**config.mk**
```make
export PLATFORM = sky130hd
export DESIGN_NAME = sr_cmd_arbiter
export DESIGN_NICKNAME = d
export VERILOG_FILES = /design/src/rtl/sr_cmd_arbiter.sv
export SDC_FILE = /design/constraint.sdc
export NUM_CORES = 1
export LEC_CHECK = 0
export ABC_AREA = 1
export BUFFER_PORTS_ARGS = -buffer_cell sky130_fd_sc_hd__buf_2
export CAP_MARGIN = 20
export CELL_PAD_IN_SITES_DETAIL_PLACEMENT = 1
export CELL_PAD_IN_SITES_GLOBAL_PLACEMENT = 1
export CORE_MARGIN = 2
export CORE_UTILIZATION = 31
export DETAILED_ROUTE_END_ITERATION = 12
export PLACE_DENSITY = 0.74
export SYNTH_ARGS = -nofsm -noshare
export SYNTH_HDL_FRONTEND = slang
export SYNTH_SLANG_ARGS = --single-unit
```
**constraint.sdc**
```tcl
create_clock -name clk -period 2.55 [get_ports clk]
set_input_delay 0.1275 -clock clk [delete_from_list [all_inputs] [get_ports clk]]
set_output_delay 0.1275 -clock clk [all_outputs]
set_load 0.02 [all_outputs]
```
**src/rtl/sr_cmd_arbiter.sv**
```systemverilog
// Round-robin arbiter feeding a registered SR command port that drives an NFLAG-bit flag bank.
// Define SR_TOGGLE_EN to make command 11 toggle the addressed flag instead of raising err.
module sr_cmd_arbiter #(
    parameter int NREQ  = 4,
    parameter int NFLAG = 8,
    parameter int IDXW  = 3
) (
    input  logic                 clk,
    input  logic                 rst,
    input  logic [NREQ-1:0]      req,
    input  logic [2*NREQ-1:0]    req_sr,
    input  logic [IDXW*NREQ-1:0] req_idx,
    input  logic                 clr_all,
    output logic [NREQ-1:0]      gnt,
    output logic                 sr_valid,
    output logic [1:0]           sr_out,
    output logic [IDXW-1:0]      sr_idx,
    output logic                 err,
    output logic [NFLAG-1:0]     q,
    output logic [NFLAG-1:0]     qb
);

    localparam int RRW = (NREQ > 1) ? $clog2(NREQ) : 1;

    logic [NREQ-1:0]  gnt_q, gnt_d;
    logic             sr_valid_q, sr_valid_d;
    logic [1:0]       sr_out_q, sr_out_d;
    logic [IDXW-1:0]  sr_idx_q, sr_idx_d;
    logic             err_q, err_d;
    logic [NFLAG-1:0] q_q, q_d;
    logic [RRW-1:0]   rr_q, rr_d;

    logic [NREQ-1:0]  elig;
    logic [RRW-1:0]   cand;
    logic             found;
    int               win;

    // Stage A: a requester holding gnt this cycle is skipped, capping it at one grant per 2 cycles.
    always_comb begin
        gnt_d      = '0;
        sr_valid_d = 1'b0;
        sr_out_d   = sr_out_q;
        sr_idx_d   = sr_idx_q;
        rr_d       = rr_q;
        elig       = req & ~gnt_q;
        found      = 1'b0;
        win        = 0;
        cand       = '0;
        if (!clr_all) begin
            for (int off = 0; off < NREQ; off++) begin
                cand = RRW'((int'(rr_q) + off) % NREQ);
                if (!found && elig[cand]) begin
                    found = 1'b1;
                    win   = int'(cand);
                end
            end
            if (found) begin
                gnt_d      = NREQ'(1) << win;
                sr_valid_d = 1'b1;
                sr_out_d   = 2'(req_sr >> (2 * win));
                sr_idx_d   = IDXW'(req_idx >> (IDXW * win));
                rr_d       = RRW'((win + 1) % NREQ);
            end
        end
    end

    // Stage B: bulk clear overrides and silently drops any write due at the same edge.
    always_comb begin
        q_d   = q_q;
        err_d = 1'b0;
        if (clr_all) begin
            q_d = '0;
        end else if (sr_valid_q) begin
            if (int'(sr_idx_q) >= NFLAG) begin
                err_d = 1'b1;
            end else begin
                for (int i = 0; i < NFLAG; i++) begin
                    if (sr_idx_q == IDXW'(i)) begin
                        case (sr_out_q)
                            2'b01: q_d[i] = 1'b0;
                            2'b10: q_d[i] = 1'b1;
`ifdef SR_TOGGLE_EN
                            2'b11: q_d[i] = ~q_q[i];
`else
                            2'b11: err_d = 1'b1;
`endif
                            default: ;
                        endcase
                    end
                end
            end
        end
    end

    always_ff @(posedge clk or posedge rst) begin
        if (rst) begin
            gnt_q      <= '0;
            sr_valid_q <= 1'b0;
            sr_out_q   <= 2'b00;
            sr_idx_q   <= '0;
            err_q      <= 1'b0;
            q_q        <= '0;
            rr_q       <= '0;
        end else begin
            gnt_q      <= gnt_d;
            sr_valid_q <= sr_valid_d;
            sr_out_q   <= sr_out_d;
            sr_idx_q   <= sr_idx_d;
            err_q      <= err_d;
            q_q        <= q_d;
            rr_q       <= rr_d;
        end
    end

    assign gnt      = gnt_q;
    assign sr_valid = sr_valid_q;
    assign sr_out   = sr_out_q;
    assign sr_idx   = sr_idx_q;
    assign err      = err_q;
    assign q        = q_q;
    assign qb       = ~q_q;

endmodule

```
==> results_dict.tcl, run 1 <==
set metrics [dict create \
    period_needed_ps 2426 \
    dpl.hpwl_mm 3.975 \
    overflow 0 \
    routed_via_density 4.862 \
    grt_max_degree 22 \
    wl_per_cell_um 13.39 \
    slew_headroom_pct 45.02 \
    yosysSeqAreaShare_pct 30.95 \
    final_cell_mix "nand2_1, buf_2, nand3_1" \
    cts_tree "yes" \
    insertion_delay_ps 260 \
    syn_avg_cell_area_um2 6.505 \
    clkTransAtPathRegs_ps 80 \
    fmax_mhz 412.1 \
    syn2layout_area_growth_pct 38.69 \
    worstPathCellList "buf_6 -> nand2_1 -> nand2_2 -> nand3_2 -> nand2_4 -> nand3_4 -> o21ai_2 -> nand2_1 -> o21ai_2 -> inv_2 -> ha_4 -> inv_4 -> buf_4 -> nand3_2 -> nand3_2 -> nand2_1 -> nand2_1 -> a21oi_2" \
    slew_violations 0 \
    antenna_found_initial 0 \
    crit_slowest_cell "dfrtp_2" \
    start_util_pct 32.62 \
    ioPinCount 54 \
    grt_pass1_vias 1922 \
    worstPathRequired_ps 2740 \
    layout_commonest_cell "nand2_1" \
    holdCritPathClass "in -> async" \
    antennaDiodeCount 0 \
    start_kind "flop" \
    grt_pass1_wl_mm 8.700 \
    numCtsBuffers 3 \
    setup_ws_ps 123.7 \
    worstMarginPinSlew_ps 823.8 \
    synth_cells 261 \
    timing.critical_path.mode_cell "nand2_1" \
    skew_ps 3.869 \
    placementRows 26 \
    max-cap-violations 0 \
    synth-seq-cells 21 \
    cts_root_buf "clkbuf_8" \
    h-tree-depth 1 \
    synthesis.area_mm2 0.001698 \
    hold_violations 0 \
    finalCritPeriodShare_pct 95.15 \
    drt_iter0_markers 91 \
    yosys_warnings 0 \
    run_status "finished clean" \
    fp.dieH_um 78.01 \
    ys_types 24 \
    clock_path_buffers 2 \
    core-area_mm2 0.005205 \
    vias 1935 \
    setup_violations 0 \
    crit_arrival_ps 2620 \
    routabilityCongestion 0.7749 \
    max_stage_delay_ps 520 \
    cp-end-kind "flop" \
    crit_type "reg -> reg" \
    fillers 703 \
    dr.pass1.iters 4 \
    die_w_um 78.01 \
    drive_above_1_share_pct 36.89 \
    synth_nets 292 \
    place_ws_ps -110.1 \
    critPathMaxFanout 8 \
    wl_mm 5.328 \
    grt_usage_pct 17.16 \
    die_area_mm2 0.006085 \
    nNetsFinal 360 \
    drc 0 \
    clkSinkCount 21 \
    antenna_left 0 \
    numPortBuffers 53 \
]
[routing by layer]
metal / GRT usage (%) / share of wire, % / vias up
met5: 0 / 0 / -
met4: 4.035 / 1.1 / 0
met3: 1.744 / 3.8 / 6
met2: 30.69 / 51 / 42
met1: 22.15 / 44 / 917
li1: - / - / 970
[worst max-delay path, delay by kind of cell, from the launching register on]
| family | cells | cell delay (ps) |
|---|---|---|
| simple gates | 10 | 790 |
| flops | 1 | 520 |
| buf+inv | 4 | 410 |
| compound gates | 3 | 350 |
| fa+ha+maj | 1 | 300 |
[synth_stat cells]
master,instances,share of area (%)
dfrtp_1,21,31
o21ai_1,3,0.88
clkbuf_1,1,0.22
or2_0,2,0.74
ha_1,4,2.9
inv_2,2,0.44
nor2_1,16,3.5
o21ai_0,21,6.2
nand2_4,1,0.66
nand4_4,1,1.3
inv_4,2,0.74
buf_4,4,1.8
clkinv_1,1,0.22
nand3b_1,1,0.44
buf_6,2,1.3
a21oi_1,5,1.5
o211ai_1,2,0.88
nand2_1,70,15
nand2_2,7,2.6
inv_1,38,8.4
o21ai_2,1,0.52
nor2_2,1,0.37
nand3_2,6,3.5
nand3_1,49,14
[cell families (layout without fill, tap and decap cells)]
logic type,count (synthesis),count (layout),synth area share [%]
adder cells (fa/ha/maj),4,4,2.948
buffers and inverters,50,117,13.12
flip-flops,21,21,30.95
AO/OA/AOI/OAI,32,32,9.948
AND/OR/NAND/NOR,154,154,43.04
[registers in the layout (all words and copies together) (netlist names)]
register and cells:
err 1, sr_valid 1, rr_q 2, q 8, gnt 4, sr_idx 3, sr_out 2
[worst paths after layout]
check                      startpoint         to  slack, ps  cells after the start
setup / recovery              rr_q[0]  sr_idx[2]        120                     18
hold / removal                    rst     gnt[0]         20                      2
setup reg to reg              rr_q[0]  sr_idx[2]        120                     18
hold reg to reg                  q[1]       q[1]        510                      2
max in group asynchronous         rst    rr_q[1]       1970                      2
min in group clk              clr_all        err         80                      2
[metrics by stage]
step                setup TNS (ps)  hold slack [ps]  util (%)  std cells  area, um2
finish                           0            21.16     45.24        398       2355
global route                -39.74            82.96     45.24        398       2355
CTS                              0            51.60     41.03        391       2136
detailed placement          -216.0            333.0     39.40        384       2051
global placement                 0            313.4     39.40        384       2051
floorplan                        0            104.0         -        261       1703
[repair_timing]
action / CTS / global route
resized for setup: 4 / 39
cloned: 0 / 0
pin swaps: 0 / 11
endpoints found under the setup margin: 3 / 3
hold buffers: 0 / 0
setup buffers: 3 / 7
[final cells by class]
| class | instances | area (um2) | share of cell area, % |
|---|---|---|---|
| Timing Repair Buffer | 70 | 396.6 | 16.84 |
| Inverter | 43 | 173.9 | 7.386 |
| Tap cell | 70 | 87.58 | 3.719 |
| Clock buffer | 4 | 45.04 | 1.913 |
| Sequential cell | 21 | 528.0 | 22.42 |
| Multi-Input combinational cell | 190 | 1124 | 47.72 |
Power of run 1 is not shown: default switching activity piles up to over one toggle a cycle in this logic, so the estimate is an artifact.
==> inputs of run 2 (changes only) <==
--- a/config.mk
+++ b/config.mk
@@ -11,9 +11,9 @@
 export CELL_PAD_IN_SITES_DETAIL_PLACEMENT = 1
 export CELL_PAD_IN_SITES_GLOBAL_PLACEMENT = 1
 export CORE_MARGIN = 2
-export CORE_UTILIZATION = 31
+export CORE_UTILIZATION = 35
 export DETAILED_ROUTE_END_ITERATION = 12
-export PLACE_DENSITY = 0.74
+export PLACE_DENSITY = 0.79
 export SYNTH_ARGS = -nofsm -noshare
 export SYNTH_HDL_FRONTEND = slang
 export SYNTH_SLANG_ARGS = --single-unit
==> constraint.sdc (replaced) <==
create_clock -name clk -period 2.4 [get_ports clk]
set_input_delay 0.12 -clock clk [delete_from_list [all_inputs] [get_ports clk]]
set_output_delay 0.12 -clock clk [all_outputs]
set_load 0.02 [all_outputs]
==> results_dict.tcl, run 2 (synthesis gave the netlist of run 1 again) <==
set metrics [dict create \
    clkTransAtPathRegs_ps 80 \
    rsz0062_at_grt "yes" \
    max_stage_delay_ps 480 \
    grt_usage_pct 19.04 \
    timing.critical_path.mode_cell "nand2_2" \
    rrSetupSlack_ps 3 \
    cts_tree "yes" \
    dr.pass1.iters 4 \
    hold_violations 0 \
    start_kind "flop" \
    holdCritPathClass "in -> async" \
    place_ws_ps -75.19 \
    antenna_found_initial 0 \
    fillers 645 \
    wl_mm 5.218 \
    clkSinkCount 21 \
    fp.dieH_um 73.65 \
    die_area_mm2 0.005424 \
    ioPinCount 54 \
    run_status "finished clean" \
    drc 0 \
    slew_violations 0 \
    grt_max_degree 22 \
    wl_per_cell_um 13.48 \
    numCtsBuffers 3 \
    cp-end-kind "flop" \
    critPathBufInv 5 \
    hold_ws_ps 7.691 \
    fmax_mhz 417.2 \
    routed_via_density 4.990 \
    skew_ps 5.779 \
    period_needed_ps 2397 \
    cp-startpoint "rr_q[0]" \
    path_delay_family "simple AND/OR/NAND/NOR gates" \
    setup_ws_ps 3.138 \
    largest_reg_flops 8 \
    worstReg2RegEnd "sr_idx[2]" \
    r2r-start "rr_q[0]" \
    drt_iter0_markers 71 \
    grt_pass1_wl_mm 8.238 \
    nNetsFinal 365 \
    vias 1931 \
    antenna_left 0 \
    worstMarginPinSlew_ps 818.6 \
    setup_violations 0 \
    reg2regPathDepth 18 \
    clock_path_buffers 2 \
    core-area_mm2 0.004692 \
    die_w_um 73.65 \
    syn2layout_area_growth_pct 34.27 \
    numPortBuffers 53 \
    crit_slowest_cell "dfrtp_2" \
    start_util_pct 36.19 \
    slew_headroom_pct 45.37 \
    dpl.hpwl_mm 4.070 \
    insertion_delay_ps 260 \
    worstPathCellList "clkinv_4 -> nand2_2 -> nand2_2 -> nand3_2 -> nand2_4 -> buf_4 -> nand4_4 -> o21ai_2 -> inv_2 -> ha_4 -> inv_4 -> nor2_4 -> nand3_2 -> nand2_2 -> inv_1 -> nand2_1 -> nand2_1 -> a21oi_2" \
    routabilityCongestion 0.9001 \
    max-cap-violations 0 \
    placementRows 25 \
    crit_type "reg -> reg" \
    final_cell_mix "nand2_1, buf_2, nand3_1" \
    h-tree-depth 1 \
    cts_root_buf "clkbuf_8" \
    critPathMaxFanout 8 \
    finalCritPeriodShare_pct 99.87 \
    drive_above_1_share_pct 36.04 \
    antennaDiodeCount 0 \
    grt_pass1_vias 1850 \
    overflow 0 \
    worstPathRequired_ps 2590 \
    crit_arrival_ps 2580 \
    layout_commonest_cell "nand2_1" \
]
[run 2: changes by cell type in the layout (fill, tap and decap cells not counted), moves of 2 or more]
| cell | change |
|---|---|
| buf_4 | +6 |
| nand3_1 | +6 |
| nand3_4 | -5 |
| nand2_4 | -4 |
| nand2_2 | +3 |
| a21oi_1 | -2 |
| a21oi_2 | +2 |
| nor2_1 | +2 |
| nor2_2 | -2 |
[run 2: worst max-delay path by stage]
| stage | to | slack (ps) | depth (start not counted) |
|---|---|---|---|
| 2_1_floorplan | sr_idx[2] | 30 | 21 |
| 3_5_place_dp | sr_idx[2] | -80 | 18 |
| 3_3_place_gp | sr_idx[0] | 30 | 19 |
| 6_report | sr_idx[2] | 3 | 18 |
| 5_1_grt | sr_idx[2] | -150 | 19 |
| 4_1_cts | sr_idx[2] | 30 | 19 |
[run 2: metal layers]
layer	up-vias	wire [um]	track usage (%)
met1	910	2412	24.75
met5	-	0	0
met3	4	140	1.783
met2	39	2620	33.63
li1	978	-	-
met4	0	45	4.848
[run 2: per-stage QoR]
step                      std cells  cell area [um2]  TNS (ps)  utilization, %
after global placement          373             2071         0           44.13
final                           387             2280         0           48.59
after floorplan                 261             1714         0               -
after detailed placement        373             2071    -131.2           44.13
after CTS                       377             2137         0           45.55
after global routing            387             2280    -462.1           48.59
[run 2: worst register-to-register path, stage by stage, from the launching register on]
cell,delay (ps)
dfrtp_2,480
clkinv_4,120
nand2_2,60
nand2_2,90
nand3_2,90
nand2_4,100
buf_4,120
nand4_4,100
o21ai_2,170
inv_2,70
ha_4,290
inv_4,60
nor2_4,140
nand3_2,90
nand2_2,50
inv_1,30
nand2_1,50
nand2_1,70
a21oi_2,120
[run 2: cell type report]
cell class / count / area (um2) / area share [%]
multi-input combinational: 190 / 1036 / 45.44
sequential: 21 / 528.0 / 23.16
timing repair buffer: 75 / 430.4 / 18.88
inverter: 43 / 171.4 / 7.519
tap: 54 / 67.56 / 2.964
clock buffer: 3 / 41.29 / 1.811
clock inverter: 1 / 5.005 / 0.2195
[run 2: repair_timing]
item | 4_1_cts | 5_1_grt
setup endpoints to repair | 3 | 3
pin swaps | 0 | 10
resized for setup | 4 | 18
hold buffers | 0 | 0
buffers inserted | 0 | 10
Power of run 2 is left out for the same reason.
